## config.mk

```make
export PLATFORM = sky130hd
export DESIGN_NAME = capture_write_controller
export DESIGN_NICKNAME = d
export VERILOG_FILES = /design/src/rtl/capture_write_controller_pkg.sv /design/src/rtl/capture_write_controller_trigger_comparator.sv /design/src/rtl/capture_write_controller.sv
export SDC_FILE = /design/constraint.sdc
export NUM_CORES = 1
export LEC_CHECK = 0
export CORE_MARGIN = 2
export CORE_UTILIZATION = 45
export CTS_CLUSTER_DIAMETER = 50
export DETAILED_ROUTE_END_ITERATION = 8
export PLACE_DENSITY_LB_ADDON = 0.05
export SLEW_MARGIN = 0
export SYNTH_ARGS = -nofsm -noshare
export SYNTH_HDL_FRONTEND = slang
export SYNTH_SLANG_ARGS = --single-unit
export TNS_END_PERCENT = 10
```

## constraint.sdc

```tcl
create_clock -name clk -period 2.3 [get_ports clk]
set_clock_uncertainty 0.15 [all_clocks]
set_input_delay 0.46 -clock clk [delete_from_list [all_inputs] [get_ports clk]]
set_output_delay 0.46 -clock clk [all_outputs]
set_load 0.03 [all_outputs]
```

## src/rtl/capture_write_controller_pkg.sv

```systemverilog
// Shared definitions for the logic-analyzer capture write controller:
// default buffer address width and the FSM state encodings.
// Optional build macro honoured by the design: TRIG_EDGE_TRIGGER_EN.
package capture_write_controller_pkg;

   localparam int ADDR_WIDTH_DEFAULT = 4;

   typedef enum logic [2:0] {
      IDLE      = 3'd0,
      FILL      = 3'd1,
      WAIT_TRIG = 3'd2,
      POST      = 3'd3,
      DONE      = 3'd4
   } state_t;

endpackage

```

## src/rtl/capture_write_controller_trigger_comparator.sv

```systemverilog
// Masked trigger pattern comparator. A sample matches when every bit
// selected by trig_mask equals trig_value. With TRIG_EDGE_TRIGGER_EN
// defined, match is only raised on a rising edge of the pattern across
// consecutive written samples.
module trigger_comparator
   import capture_write_controller_pkg::*;
#(
   parameter int DATA_WIDTH = 8
) (
`ifdef TRIG_EDGE_TRIGGER_EN
   input  logic                  clk,
   input  logic                  reset,
   input  logic                  restart,
   input  logic                  update,
`endif
   input  logic [DATA_WIDTH-1:0] sample,
   input  logic [DATA_WIDTH-1:0] trig_value,
   input  logic [DATA_WIDTH-1:0] trig_mask,
   output logic                  match
);

   logic level;

   assign level = (((sample ^ trig_value) & trig_mask) == '0);

`ifdef TRIG_EDGE_TRIGGER_EN
   logic prev;

   // Remember whether the previously written sample matched; forgotten at capture start.
   always_ff @(posedge clk) begin
      if (!reset) begin
         prev <= 1'b0;
      end else if (restart) begin
         prev <= 1'b0;
      end else if (update) begin
         prev <= level;
      end
   end

   assign match = level & ~prev;
`else
   assign match = level;
`endif

endmodule

```

## src/rtl/capture_write_controller.sv

```systemverilog
// Write-side sequencer of the logic-analyzer sample buffer. After arm it
// streams samples into the circular buffer, pre-fills the pre-trigger
// window, waits for a masked trigger, stores POST_TRIG samples counted from
// the trigger sample and freezes with waddr on the last written sample.
// Optional build macro: TRIG_EDGE_TRIGGER_EN (edge- instead of level-trigger).
module capture_write_controller
   import capture_write_controller_pkg::*;
#(
   parameter int ADDR_WIDTH = ADDR_WIDTH_DEFAULT,
   parameter int DATA_WIDTH = 8,
   parameter int POST_TRIG  = 2 ** (ADDR_WIDTH - 1)
) (
   input  logic                  clk,
   input  logic                  reset,
   input  logic                  arm,
   input  logic                  clear,
   input  logic [DATA_WIDTH-1:0] sample_in,
   input  logic [DATA_WIDTH-1:0] trig_value,
   input  logic [DATA_WIDTH-1:0] trig_mask,
   output logic                  write_enable,
   output logic [ADDR_WIDTH-1:0] waddr,
   output logic [DATA_WIDTH-1:0] wdata,
   output logic                  triggered,
   output logic                  capture_done
);

   localparam int                DEPTH     = 2 ** ADDR_WIDTH;
   localparam int                CNT_W     = ADDR_WIDTH + 1;
   localparam logic [CNT_W-1:0]  PRE_CNT   = CNT_W'(DEPTH - POST_TRIG);
   localparam logic [CNT_W-1:0]  POST_CNT  = CNT_W'(POST_TRIG);

   state_t                state, state_next;
   logic [CNT_W-1:0]      fill_cnt, fill_next;
   logic [CNT_W-1:0]      post_cnt, post_next;
   logic [ADDR_WIDTH-1:0] waddr_next;
   logic                  we_next, trig_next, done_next;
   logic                  match;

`ifdef TRIG_EDGE_TRIGGER_EN
   logic restart;

   assign restart = (state == IDLE) & arm & ~clear;
`endif

   // The comparator looks at the registered sample, i.e. the one being written.
   trigger_comparator #(
      .DATA_WIDTH (DATA_WIDTH)
   ) u_trig (
`ifdef TRIG_EDGE_TRIGGER_EN
      .clk        (clk),
      .reset      (reset),
      .restart    (restart),
      .update     (write_enable),
`endif
      .sample     (wdata),
      .trig_value (trig_value),
      .trig_mask  (trig_mask),
      .match      (match)
   );

   // State register.
   always_ff @(posedge clk) begin
      if (!reset) begin
         state <= IDLE;
      end else begin
         state <= state_next;
      end
   end

   // Next state and next register values; clear overrides every other event.
   always_comb begin
      state_next = state;
      waddr_next = waddr;
      fill_next  = fill_cnt;
      post_next  = post_cnt;
      we_next    = 1'b0;
      trig_next  = triggered;
      done_next  = capture_done;
      if (clear) begin
         state_next = IDLE;
         trig_next  = 1'b0;
         done_next  = 1'b0;
      end else begin
         case (state)
            IDLE: begin
               if (arm) begin
                  state_next = FILL;
                  waddr_next = '0;
                  fill_next  = '0;
                  we_next    = 1'b1;
               end
            end
            FILL: begin
               fill_next  = fill_cnt + 1'b1;
               waddr_next = waddr + 1'b1;
               we_next    = 1'b1;
               if (fill_cnt + 1'b1 == PRE_CNT) begin
                  state_next = WAIT_TRIG;
               end
            end
            WAIT_TRIG: begin
               if (match) begin
                  trig_next = 1'b1;
                  post_next = CNT_W'(1);
                  if (POST_TRIG == 1) begin
                     state_next = DONE;
                     done_next  = 1'b1;
                  end else begin
                     state_next = POST;
                     waddr_next = waddr + 1'b1;
                     we_next    = 1'b1;
                  end
               end else begin
                  waddr_next = waddr + 1'b1;
                  we_next    = 1'b1;
               end
            end
            POST: begin
               post_next = post_cnt + 1'b1;
               if (post_cnt + 1'b1 == POST_CNT) begin
                  state_next = DONE;
                  done_next  = 1'b1;
               end else begin
                  waddr_next = waddr + 1'b1;
                  we_next    = 1'b1;
               end
            end
            DONE: begin
               state_next = DONE;
            end
            default: begin
               state_next = IDLE;
            end
         endcase
      end
   end

   // Registered outputs and counters; wdata is the input sample delayed one clock.
   always_ff @(posedge clk) begin
      if (!reset) begin
         waddr        <= '0;
         wdata        <= '0;
         write_enable <= 1'b0;
         triggered    <= 1'b0;
         capture_done <= 1'b0;
         fill_cnt     <= '0;
         post_cnt     <= '0;
      end else begin
         waddr        <= waddr_next;
         wdata        <= sample_in;
         write_enable <= we_next;
         triggered    <= trig_next;
         capture_done <= done_next;
         fill_cnt     <= fill_next;
         post_cnt     <= post_next;
      end
   end

endmodule

```

==> metrics.txt, run 1 <==
# TYPE chip_impl_metric gauge
chip_impl_info{name="outcome",value="finished clean"} 1
chip_impl_metric{name="drt_wl_total",unit="mm"} 3.35
chip_impl_info{name="synth.top_cells.by_area",value="sky130_fd_sc_hd__dfxtp_1, sky130_fd_sc_hd__xor2_1, sky130_fd_sc_hd__and2_1"} 1
chip_impl_metric{name="synth.top_cell.area_share",unit="%"} 40.0
chip_impl_metric{name="timing.final.setup_violations",unit=""} 0
chip_impl_metric{name="final_critical_path_setup_slack",unit="ns"} 0.244
chip_impl_metric{name="netlist_area",unit="sq um"} 1400
chip_impl_metric{name="yosys_warnings",unit=""} 0
chip_impl_metric{name="net_sw_share",unit="%"} 24.1
chip_impl_info{name="netlist.top_cell.by_area",value="sky130_fd_sc_hd__dfxtp_1"} 1
chip_impl_metric{name="route.vias.total",unit=""} 1399
chip_impl_info{name="start_point_of_the_worst_hold_path",value="capture_done"} 1
chip_impl_metric{name="drt-wirelength-per-cell",unit="um"} 13.8
chip_impl_metric{name="ys_seq_elements",unit=""} 28
chip_impl_metric{name="chipHeight",unit="um"} 59.8
chip_impl_metric{name="drcViolationCount",unit=""} 0
chip_impl_metric{name="switching_power",unit="uW"} 218
chip_impl_metric{name="grt_pass1_wl",unit="mm"} 5.59
chip_impl_metric{name="clock_insertion_delay_worst_skew",unit="ns"} 0.33
chip_impl_metric{name="final_antenna_net_count",unit=""} 0
chip_impl_metric{name="netlist-cell-type-count",unit=""} 43
chip_impl_metric{name="post_synthesis_area_per_instance",unit="sq um"} 8.59
chip_impl_metric{name="largest_net_degree_at_the_start_of_global_routing",unit=""} 16
chip_impl_info{name="critical_path.slowest_cell",value="sky130_fd_sc_hd__clkdlybuf4s50_1"} 1
chip_impl_metric{name="share_clk_of_total_power",unit="%"} 26.4
chip_impl_metric{name="syn2layout_area_growth",unit="%"} 37.8
chip_impl_metric{name="critical_path_data_required_time",unit="ns"} 1.69
chip_impl_info{name="criticalPathCategory",value="flop to primary output"} 1
chip_impl_metric{name="maxSlewHeadroom",unit="%"} 63.2
chip_impl_metric{name="cts.repair.resized",unit=""} 0
chip_impl_metric{name="drive_above_1_share",unit="%"} 6.67
chip_impl_metric{name="hold_buffers",unit=""} 0
chip_impl_metric{name="clk_transition_reported_paths",unit="ns"} 0.14
chip_impl_metric{name="floorplan.initialDensity",unit="%"} 46.6
chip_impl_info{name="synth_top_flop_cell",value="sky130_fd_sc_hd__dfxtp_1"} 1
chip_impl_metric{name="nNetsFinal",unit=""} 242
chip_impl_metric{name="pin_count",unit=""} 43
chip_impl_metric{name="die-area",unit="sq um"} 3570
chip_impl_metric{name="worst-r2r-cell-count",unit=""} 4
chip_impl_metric{name="place_worst_setup_slack",unit="ns"} -0.0231
chip_impl_info{name="tritoncts",value="built"} 1
chip_impl_metric{name="fp-row-count",unit=""} 20
chip_impl_info{name="timing.rr.start",value="state[2]"} 1
chip_impl_metric{name="antenna_found_initial",unit=""} 0
chip_impl_metric{name="timing.critical_path.depth",unit=""} 1
chip_impl_metric{name="post-route-period-util",unit="%"} 89.4
chip_impl_metric{name="hold_viol",unit=""} 0
chip_impl_metric{name="post_layout_nonfiller_instances",unit=""} 243
chip_impl_metric{name="post_cts.repair.setup_buffers",unit=""} 0
chip_impl_info{name="root_buffer",value="sky130_fd_sc_hd__clkbuf_4"} 1
chip_impl_metric{name="cellPowerDensity",unit="nW/um^2"} 468
chip_impl_info{name="critical_path.startpoint_type",value="flop"} 1
chip_impl_metric{name="placed_cells_incl_taps",unit=""} 239
chip_impl_metric{name="clock-sinks",unit=""} 28
chip_impl_metric{name="power_report.internal_total",unit="uW"} 685
chip_impl_metric{name="grtUsageTotal",unit="%"} 20.1
chip_impl_metric{name="core-area",unit="sq um"} 3000
chip_impl_metric{name="maximum_vdd_ir_drop",unit="V"} 0.000312
chip_impl_metric{name="pwr-share-seq",unit="%"} 55.7
chip_impl_info{name="crit_start",value="waddr[0]"} 1
chip_impl_metric{name="synthesis.nets",unit=""} 194
chip_impl_metric{name="finalWorstPathRequiredPeriod",unit="ns"} 2.06
chip_impl_metric{name="first_global_vias",unit=""} 1361
chip_impl_metric{name="globalRouteOverflowTotal",unit=""} 0
chip_impl_metric{name="fin_hold_ws",unit="ns"} 0.346
chip_impl_metric{name="max_clock_freq",unit="MHz"} 486
chip_impl_metric{name="cts-root-to-sink-buffers",unit=""} 2
chip_impl_info{name="setup.worst_path.end_class",value="primary output"} 1
chip_impl_metric{name="slew_violations",unit=""} 0
chip_impl_metric{name="seq_total_area_yosys",unit="%"} 40.0
chip_impl_metric{name="cts_htree_levels",unit=""} 1
chip_impl_metric{name="num_antenna_cells",unit=""} 0
chip_impl_metric{name="critical-path-max-stage-delay",unit="ns"} 0.70
chip_impl_info{name="min_path_type",value="flop to flop"} 1
chip_impl_metric{name="synth_enable_flop_cells",unit=""} 0
chip_impl_metric{name="fp.dieW",unit="um"} 59.8
chip_impl_metric{name="async_reset_ff_share",unit="%"} 0
chip_impl_metric{name="gp_congestion",unit=""} 0.841
chip_impl_metric{name="worst_slew_pin_slew",unit="ns"} 0.546
chip_impl_metric{name="maxCapViolCount",unit=""} 0
chip_impl_info{name="ordered_list_of_cells_on_the_worst_path",value="clkdlybuf4s50_1"} 1
chip_impl_metric{name="crit_buf_inv",unit=""} 1
chip_impl_info{name="crit_family",value="buffers and inverters"} 1
chip_impl_metric{name="data_arrival_time_of_the_worst_path",unit="ns"} 1.45
chip_impl_metric{name="avgViaCountPerCell",unit=""} 5.76
chip_impl_info{name="setup_repair_after_global_routing_missed_its_margin",value="no"} 1
chip_impl_metric{name="initialDrtViolationCount",unit=""} 97
chip_impl_metric{name="port_buf_inserts",unit=""} 42
chip_impl_metric{name="post-dp-hpwl",unit="mm"} 2.59
chip_impl_metric{name="worst-path-max-fanout",unit=""} 5
chip_impl_metric{name="cts_buffers",unit=""} 3
chip_impl_metric{name="firstDrtPassIters",unit=""} 5
chip_impl_metric{name="timing.hold.worst_path_depth",unit=""} 2
chip_impl_metric{name="power.combinational.fraction",unit="%"} 17.9
chip_impl_metric{name="power_leakage",unit="uW"} 0.000712
chip_impl_metric{name="syn_inst",unit=""} 163
## power by group through the flow
stage                     Clock (uW)  Sequential, uW  Combinational [uW]
final                            239             503                 162
after global routing             263             504                 173
after CTS                        247             503                 162
after detailed placement           0             514                 161
after global placement             0             513                 158
after floorplan                    0             530                55.6
## cells by family after synthesis
kind of cell	share of synthesized area (%)
AND/OR/NAND/NOR	26.5
flip-flops	40.0
AO/OA/AOI/OAI	20.6
buffers and inverters	3.13
XOR/XNOR	5.00
adder cells (fa/ha/maj)	2.68
multiplexers	2.14
## stage by stage
stage / setup TNS, ns / util (%) / total power [uW] / area [sq um]
6_report: 0 / 64.3 / 903 / 1930
2_1_floorplan: 0 / - / 585 / 1400
3_5_place_dp: -0.0421 / 63.0 / 675 / 1890
4_1_cts: 0 / 64.3 / 913 / 1930
3_3_place_gp: -0.0154 / 63.0 / 671 / 1890
5_1_grt: 0 / 64.3 / 941 / 1930
## cells in the final DEF, fill, tap and decap left out, types with 2 or more instances in the layout
cell type	n
sky130_fd_sc_hd__a22o_1	2
sky130_fd_sc_hd__a32o_1	2
sky130_fd_sc_hd__a31oi_1	3
sky130_fd_sc_hd__nor2b_1	4
sky130_fd_sc_hd__a21o_1	2
sky130_fd_sc_hd__nor3_1	7
sky130_fd_sc_hd__clkdlybuf4s50_1	42
sky130_fd_sc_hd__buf_4	9
sky130_fd_sc_hd__a22oi_1	3
sky130_fd_sc_hd__or3_1	3
sky130_fd_sc_hd__o21ai_0	12
sky130_fd_sc_hd__nor3b_1	2
sky130_fd_sc_hd__nand2_1	16
sky130_fd_sc_hd__inv_1	2
sky130_fd_sc_hd__nand3_1	7
sky130_fd_sc_hd__ha_1	3
sky130_fd_sc_hd__nand3b_1	2
sky130_fd_sc_hd__and2_1	10
sky130_fd_sc_hd__a21boi_0	4
sky130_fd_sc_hd__nor2_1	9
sky130_fd_sc_hd__a21oi_1	2
sky130_fd_sc_hd__a211oi_1	2
sky130_fd_sc_hd__o22ai_1	2
sky130_fd_sc_hd__xor2_1	8
sky130_fd_sc_hd__dfxtp_1	28
sky130_fd_sc_hd__mux2i_1	3
sky130_fd_sc_hd__a221oi_1	2
sky130_fd_sc_hd__a41oi_1	2
sky130_fd_sc_hd__clkbuf_4	3
## layer usage
metal / global-route usage [%] / up-vias / wire length [um]
li1: - / 688 / -
met1: 23.4 / 653 / 1440
met2: 38.0 / 56 / 1710
met3: 3.90 / 2 / 194
met4: 2.86 / 0 / 4
met5: 0 / - / 0
## worst register-to-register path: stages, from the launching register on
cell,delay [ns]
sky130_fd_sc_hd__dfxtp_1,0.43
sky130_fd_sc_hd__or3b_1,0.45
sky130_fd_sc_hd__or2_1,0.26
sky130_fd_sc_hd__or4b_1,0.47
sky130_fd_sc_hd__a21boi_1,0.14
## registers in the layout (all words and copies together), names as in the netlist
signal        count
write_enable      1
state             3
triggered         1
wdata             8
post_cnt          5
fill_cnt          5
waddr             4
capture_done      1
## cells in the mapped netlist (all sizes together) (2+ instances only)
cell    number
dfxtp       28
nand2       16
o21ai       12
and2        10
nor2         9
xor2         8
nand3        7
nor3         7
clkbuf       6
a21boi       5
nor2b        4
a22oi        3
a31oi        3
ha           3
mux2i        3
or3          3
a211oi       2
a21o         2
a21oi        2
a221oi       2
a22o         2
a32o         2
a41oi        2
buf          2
inv          2
nand3b       2
nor3b        2
o22ai        2
or3b         2
## final timing paths
path,to,slack [ns]
min reg2reg,capture_done,0.35
max reg2reg,fill_cnt[3],0.34
max,waddr[0],0.24
min,capture_done,0.35
## cell type report
| class | count | area [sq um] |
|---|---|---|
| timing repair buffer | 51 | 488 |
| sequential | 28 | 561 |
| clock buffer | 4 | 36.3 |
| fill | 274 | 1070 |
| inverter | 2 | 7.51 |
| tap | 33 | 41.3 |
| multi-input combinational | 125 | 796 |
(Power assumes the default switching activity.)
==> run 2: changes to the inputs <==
Settings changed: CORE_UTILIZATION 45 to 42, DONT_BUFFER_PORTS set to 1.
==> run 2 against run 1 <==
Net effect: critical path depth increased by 3; clock power decreased by 19%; sequential share of layout area increased by 8.5 points; maximum frequency increased by 3.3%; global-route usage decreased by 2.0 points; sequential power increased by 2%; critical path type is now flop to flop; largest cell class unchanged; largest power group unchanged; highest routed layer unchanged.
==> metrics.txt, run 2 (synthesis results as in run 1) <==
# TYPE chip_impl_metric gauge
chip_impl_info{name="root_buffer",value="sky130_fd_sc_hd__clkbuf_4"} 1
chip_impl_metric{name="largest_reg_flops",unit=""} 8
chip_impl_info{name="setup_repair_after_global_routing_missed_its_margin",value="no"} 1
chip_impl_metric{name="clock-sinks",unit=""} 28
chip_impl_metric{name="avgViaCountPerCell",unit=""} 5.91
chip_impl_metric{name="maxSlewHeadroom",unit="%"} 60.6
chip_impl_metric{name="cts.repair.resized",unit=""} 0
chip_impl_metric{name="critical_path_data_required_time",unit="ns"} 2.41
chip_impl_metric{name="fin_hold_ws",unit="ns"} 0.0974
chip_impl_metric{name="cts-root-to-sink-buffers",unit=""} 2
chip_impl_info{name="setup.worst_path.end_class",value="flop"} 1
chip_impl_metric{name="grt_pass1_wl",unit="mm"} 5.13
chip_impl_info{name="largest_registers_ranked_by_flip_flop_count",value="wdata (8), fill_cnt (5), post_cnt (5)"} 1
chip_impl_metric{name="chipHeight",unit="um"} 61.7
chip_impl_info{name="outcome",value="finished clean"} 1
chip_impl_metric{name="drt_wl_total",unit="mm"} 3.08
chip_impl_metric{name="final_antenna_net_count",unit=""} 0
chip_impl_metric{name="globalRouteOverflowTotal",unit=""} 0
chip_impl_metric{name="firstDrtPassIters",unit=""} 4
chip_impl_metric{name="fp-row-count",unit=""} 20
chip_impl_metric{name="first_global_vias",unit=""} 1168
chip_impl_metric{name="finalWorstPathRequiredPeriod",unit="ns"} 1.99
chip_impl_metric{name="hold_buffers",unit=""} 0
chip_impl_metric{name="post_cts.repair.setup_buffers",unit=""} 0
chip_impl_metric{name="clk_transition_reported_paths",unit="ns"} 0.14
chip_impl_metric{name="drcViolationCount",unit=""} 0
chip_impl_metric{name="cts_buffers",unit=""} 3
chip_impl_metric{name="maxCapViolCount",unit=""} 0
chip_impl_metric{name="worst-path-max-fanout",unit=""} 11
chip_impl_info{name="critical_path.startpoint_type",value="flop"} 1
chip_impl_metric{name="timing.setup.tns",unit="ns"} 0
chip_impl_info{name="layout_common_cells",value="sky130_fd_sc_hd__dfxtp_1, sky130_fd_sc_hd__nand2_1, sky130_fd_sc_hd__o21ai_0"} 1
chip_impl_metric{name="num_antenna_cells",unit=""} 0
chip_impl_metric{name="grtUsageTotal",unit="%"} 18.0
chip_impl_metric{name="max_clock_freq",unit="MHz"} 502
chip_impl_metric{name="maximum_vdd_ir_drop",unit="V"} 0.000298
chip_impl_info{name="tritoncts",value="built"} 1
chip_impl_metric{name="floorplan.initialDensity",unit="%"} 45.1
chip_impl_metric{name="drive_above_1_share",unit="%"} 6.67
chip_impl_metric{name="drt-wirelength-per-cell",unit="um"} 14.7
chip_impl_metric{name="slew_violations",unit=""} 0
chip_impl_metric{name="post-route-period-util",unit="%"} 86.5
chip_impl_metric{name="power_leakage",unit="uW"} 0.000538
chip_impl_metric{name="initialDrtViolationCount",unit=""} 108
chip_impl_metric{name="data_arrival_time_of_the_worst_path",unit="ns"} 2.10
chip_impl_metric{name="cts_htree_levels",unit=""} 1
chip_impl_metric{name="core-area",unit="sq um"} 3100
chip_impl_info{name="top_register",value="wdata"} 1
chip_impl_metric{name="post-dp-hpwl",unit="mm"} 2.25
chip_impl_metric{name="port_buf_inserts",unit=""} 0
chip_impl_metric{name="cellPowerDensity",unit="nW/um^2"} 522
chip_impl_info{name="layout.cells.most_common",value="sky130_fd_sc_hd__dfxtp_1"} 1
chip_impl_metric{name="nNetsFinal",unit=""} 198
chip_impl_info{name="min_path_type",value="input pin to flop"} 1
chip_impl_metric{name="hold_viol",unit=""} 0
chip_impl_info{name="criticalPathCategory",value="flop to flop"} 1
chip_impl_metric{name="largest_net_degree_at_the_start_of_global_routing",unit=""} 30
chip_impl_metric{name="timing.final.setup_violations",unit=""} 0
chip_impl_metric{name="die-area",unit="sq um"} 3810
chip_impl_metric{name="route.vias.total",unit=""} 1236
chip_impl_metric{name="gp_congestion",unit=""} 0.820
chip_impl_metric{name="antenna_found_initial",unit=""} 0
chip_impl_metric{name="pin_count",unit=""} 43
chip_impl_metric{name="worst_slew_pin_slew",unit="ns"} 0.585
chip_impl_metric{name="syn2layout_area_growth",unit="%"} 6.70
chip_impl_metric{name="clock_insertion_delay_worst_skew",unit="ns"} 0.32
chip_impl_metric{name="fp.dieW",unit="um"} 61.7
-- run 2: changes by cell type in the layout (fill, tap and decap cells not counted) --
| cell | before | now |
|---|---|---|
| sky130_fd_sc_hd__buf_4 | 9 | 7 |
| sky130_fd_sc_hd__clkdlybuf4s50_1 | 42 | 0 |
| sky130_fd_sc_hd__clkbuf_8 | 1 | 0 |
-- run 2: critical path: stages (launching register included) --
cell and delay, ns:
sky130_fd_sc_hd__dfxtp_1 0.42, sky130_fd_sc_hd__or3b_1 0.46, sky130_fd_sc_hd__or2_1 0.27, sky130_fd_sc_hd__or4b_1 0.47, sky130_fd_sc_hd__a21boi_1 0.16
-- run 2: routing by layer --
metal  GRT usage (%)  vias to the layer above  routed length (um)
li1                -                      603                   -
met3            6.42                        2                 250
met1            21.7                      591                1330
met5               0                        -                   0
met2            30.8                       40                1480
met4            4.56                        0                  19
-- run 2: path summary, 6_finish.rpt --
check,start,end,slack (ns),cells past startpoint
setup / recovery,state[2],fill_cnt[3],0.31,4
hold / removal,reset,fill_cnt[0],0.1,1
setup reg to reg,state[2],fill_cnt[3],0.31,4
hold reg to reg,post_cnt[3],post_cnt[3],0.39,1
-- run 2: per-stage QoR --
step | std cells | instance area [sq um] | worst slack, ns | power [uW] | util [%]
after floorplan | 163 | 1400 | 0.451 | 585 | -
after global placement | 206 | 1470 | 0.383 | 595 | 47.4
after detailed placement | 206 | 1470 | 0.360 | 597 | 47.4
after CTS | 209 | 1490 | 0.321 | 794 | 48.1
after global routing | 209 | 1490 | 0.201 | 822 | 48.1
final | 209 | 1490 | 0.310 | 780 | 48.1
-- run 2: cell type report --
type                            instances  area, sq um
Inverter                                2         7.51
Clock buffer                            3         22.5
Tap cell                               44         55.1
Fill cell                             329         1610
Multi-Input combinational cell        125          796
Timing Repair Buffer                    7         52.6
Sequential cell                        28          561
-- run 2: where the power goes --
part / switching (uW) / internal [uW] / leakage (uW)
combinational: 41.1 / 34.0 / 0.000296
clock: 133 / 61.4 / 0.0000138
sequential: 15.4 / 495 / 0.000228
==> run 3: changes to the inputs <==
Clock period 2.3 ns to 2 ns, I/O delays scaled along.
==> run 3 against run 2 <==
Net effect: count of clock-buffer cells in the layout did not move; sequential share of layout area fell by 2.1 points; core utilization rose by 2.9 points; non-clock buffer count rose by 8; cell count rose by 4.3%; global-route usage rose by 0.19 points; critical path type unchanged; maximum frequency rose by 4.7%.
==> metrics.txt, run 3 (synthesis results as in run 1) <==
# TYPE chip_impl_metric gauge
chip_impl_metric{name="power_report.internal_total",unit="uW"} 822
chip_impl_metric{name="initialDrtViolationCount",unit=""} 43
chip_impl_metric{name="final_design_area_no_fill",unit="sq um"} 1580
chip_impl_info{name="min_path_type",value="input pin to flop"} 1
chip_impl_metric{name="clock-sinks",unit=""} 28
chip_impl_info{name="setup.worst_path.end_class",value="flop"} 1
chip_impl_metric{name="largest_net_degree_at_the_start_of_global_routing",unit=""} 30
chip_impl_info{name="outcome",value="finished clean"} 1
chip_impl_metric{name="worst_slew_pin_slew",unit="ns"} 0.462
chip_impl_metric{name="drt-wirelength-per-cell",unit="um"} 14.4
chip_impl_metric{name="net_sw_share",unit="%"} 22.0
chip_impl_metric{name="drt_wl_total",unit="mm"} 3.15
chip_impl_info{name="critical_path.startpoint_type",value="flop"} 1
chip_impl_metric{name="pin_count",unit=""} 43
chip_impl_metric{name="globalRouteOverflowTotal",unit=""} 0
chip_impl_info{name="top_register",value="wdata"} 1
chip_impl_info{name="largest_registers_ranked_by_flip_flop_count",value="wdata (8), fill_cnt (5), post_cnt (5)"} 1
chip_impl_metric{name="slew_violations",unit=""} 0
chip_impl_metric{name="nNetsFinal",unit=""} 206
chip_impl_metric{name="critical_path_data_required_time",unit="ns"} 2.13
chip_impl_metric{name="hold_buffers",unit=""} 0
chip_impl_metric{name="largest_reg_flops",unit=""} 8
chip_impl_metric{name="syn2layout_area_growth",unit="%"} 13.1
chip_impl_metric{name="cts_buffers",unit=""} 3
chip_impl_metric{name="cts.repair.resized",unit=""} 0
chip_impl_metric{name="power.combinational.fraction",unit="%"} 9.9
chip_impl_metric{name="chipHeight",unit="um"} 61.7
chip_impl_metric{name="cellPowerDensity",unit="nW/um^2"} 665
chip_impl_metric{name="route.vias.total",unit=""} 1229
chip_impl_metric{name="data_arrival_time_of_the_worst_path",unit="ns"} 2.03
chip_impl_metric{name="fp.dieW",unit="um"} 61.7
chip_impl_metric{name="post-route-period-util",unit="%"} 95.1
chip_impl_metric{name="max_clock_freq",unit="MHz"} 526
chip_impl_metric{name="core-area",unit="sq um"} 3100
chip_impl_metric{name="maxSlewHeadroom",unit="%"} 69.2
chip_impl_metric{name="floorplan.initialDensity",unit="%"} 45.1
chip_impl_info{name="tritoncts",value="built"} 1
chip_impl_metric{name="area.sequential",unit="sq um"} 561
chip_impl_metric{name="post_cts.repair.setup_buffers",unit=""} 0
chip_impl_metric{name="hold_viol",unit=""} 0
chip_impl_info{name="setup_repair_after_global_routing_missed_its_margin",value="no"} 1
chip_impl_metric{name="timing.final.setup_violations",unit=""} 0
chip_impl_metric{name="avgViaCountPerCell",unit=""} 5.64
chip_impl_metric{name="clock_insertion_delay_worst_skew",unit="ns"} 0.33
chip_impl_metric{name="first_global_vias",unit=""} 1184
chip_impl_metric{name="n_fill_cell",unit=""} 321
chip_impl_metric{name="cts_htree_levels",unit=""} 1
chip_impl_metric{name="post-dp-hpwl",unit="mm"} 2.35
chip_impl_metric{name="drcViolationCount",unit=""} 0
chip_impl_metric{name="maximum_vdd_ir_drop",unit="V"} 0.000404
chip_impl_metric{name="port_buf_inserts",unit=""} 0
chip_impl_metric{name="switching_power",unit="uW"} 231
chip_impl_metric{name="share_clk_of_total_power",unit="%"} 34.8
chip_impl_metric{name="grt_pass1_wl",unit="mm"} 5.16
chip_impl_metric{name="antenna_found_initial",unit=""} 0
chip_impl_metric{name="timing.setup.tns",unit="ns"} 0
chip_impl_info{name="criticalPathCategory",value="flop to flop"} 1
chip_impl_info{name="root_buffer",value="sky130_fd_sc_hd__clkbuf_4"} 1
chip_impl_info{name="layout.cells.most_common",value="sky130_fd_sc_hd__dfxtp_1"} 1
chip_impl_metric{name="final_antenna_net_count",unit=""} 0
chip_impl_metric{name="num_antenna_cells",unit=""} 0
chip_impl_metric{name="final_core_util",unit="%"} 51.0
chip_impl_metric{name="pwr-share-seq",unit="%"} 55.2
chip_impl_metric{name="fp-row-count",unit=""} 20
chip_impl_metric{name="multiInputGateArea",unit="sq um"} 796
chip_impl_metric{name="die-area",unit="sq um"} 3810
chip_impl_metric{name="dpl-instance-area",unit="sq um"} 1530
chip_impl_metric{name="finalWorstPathRequiredPeriod",unit="ns"} 1.90
chip_impl_info{name="layout_common_cells",value="sky130_fd_sc_hd__dfxtp_1, sky130_fd_sc_hd__nand2_1, sky130_fd_sc_hd__buf_4"} 1
chip_impl_metric{name="cts-root-to-sink-buffers",unit=""} 2
chip_impl_metric{name="gp_congestion",unit=""} 0.827
chip_impl_metric{name="worst-path-max-fanout",unit=""} 5
chip_impl_metric{name="drive_above_1_share",unit="%"} 11.5
chip_impl_metric{name="maxCapViolCount",unit=""} 0
chip_impl_metric{name="firstDrtPassIters",unit=""} 4
chip_impl_metric{name="grtUsageTotal",unit="%"} 18.2
chip_impl_metric{name="clk_transition_reported_paths",unit="ns"} 0.15
chip_impl_metric{name="power_leakage",unit="uW"} 0.000592
[run 3: cell types whose count changed in the layout (fill, tap and decap cells not counted), sizes merged]
cell,delta
buf,+8
bufinv,+1
[run 3: power groups by stage]
stage / clock [uW] / sequential (uW) / combinational (uW)
2_1_floorplan: 0 / 609 / 63.9
3_3_place_gp: 0 / 593 / 103
3_5_place_dp: 0 / 594 / 105
4_1_cts: 381 / 582 / 105
5_1_grt: 400 / 584 / 113
6_report: 367 / 581 / 105
[run 3: area by class of cell]
cell class / count / area share (%)
multi-input combinational: 125 / 50.2
sequential: 28 / 35.4
timing repair buffer: 15 / 7.11
tap: 44 / 3.48
clock inverter: 1 / 1.90
clock buffer: 3 / 1.42
inverter: 2 / 0.474
[run 3: worst paths after layout]
check	startpoint	end	slack, ns	cells after the start
setup / recovery	state[0]	fill_cnt[3]	0.1	4
hold / removal	reset	fill_cnt[0]	0.03	1
setup reg to reg	state[0]	fill_cnt[3]	0.1	4
hold reg to reg	fill_cnt[4]	fill_cnt[4]	0.37	2
[run 3: per-stage QoR]
| step | setup WS (ns) | std cells | hold WS (ns) | power [uW] |
|---|---|---|---|---|
| floorplan | 0.185 | 163 | 0.323 | 673 |
| global placement | 0.184 | 214 | 0.343 | 696 |
| detailed placement | 0.0991 | 214 | 0.360 | 699 |
| CTS | 0.0919 | 218 | 0.0229 | 1070 |
| global route | 0.00410 | 218 | 0.00710 | 1100 |
| finish | 0.0980 | 218 | 0.0311 | 1050 |
[run 3: worst max-delay path: stages, from the launching register on]
cell	delay (ns)
sky130_fd_sc_hd__dfxtp_1	0.42
sky130_fd_sc_hd__or3b_1	0.40
sky130_fd_sc_hd__or2_1	0.26
sky130_fd_sc_hd__or4b_1	0.47
sky130_fd_sc_hd__a21boi_1	0.15
[run 3: routing by layer]
layer | GRT usage, % | up-vias | wire [um]
met3 | 4.97 | 2 | 174
met1 | 21.3 | 590 | 1400
li1 | - | 612 | -
met2 | 33.8 | 25 | 1550
met4 | 2.74 | 0 | 19
met5 | 0 | - | 0
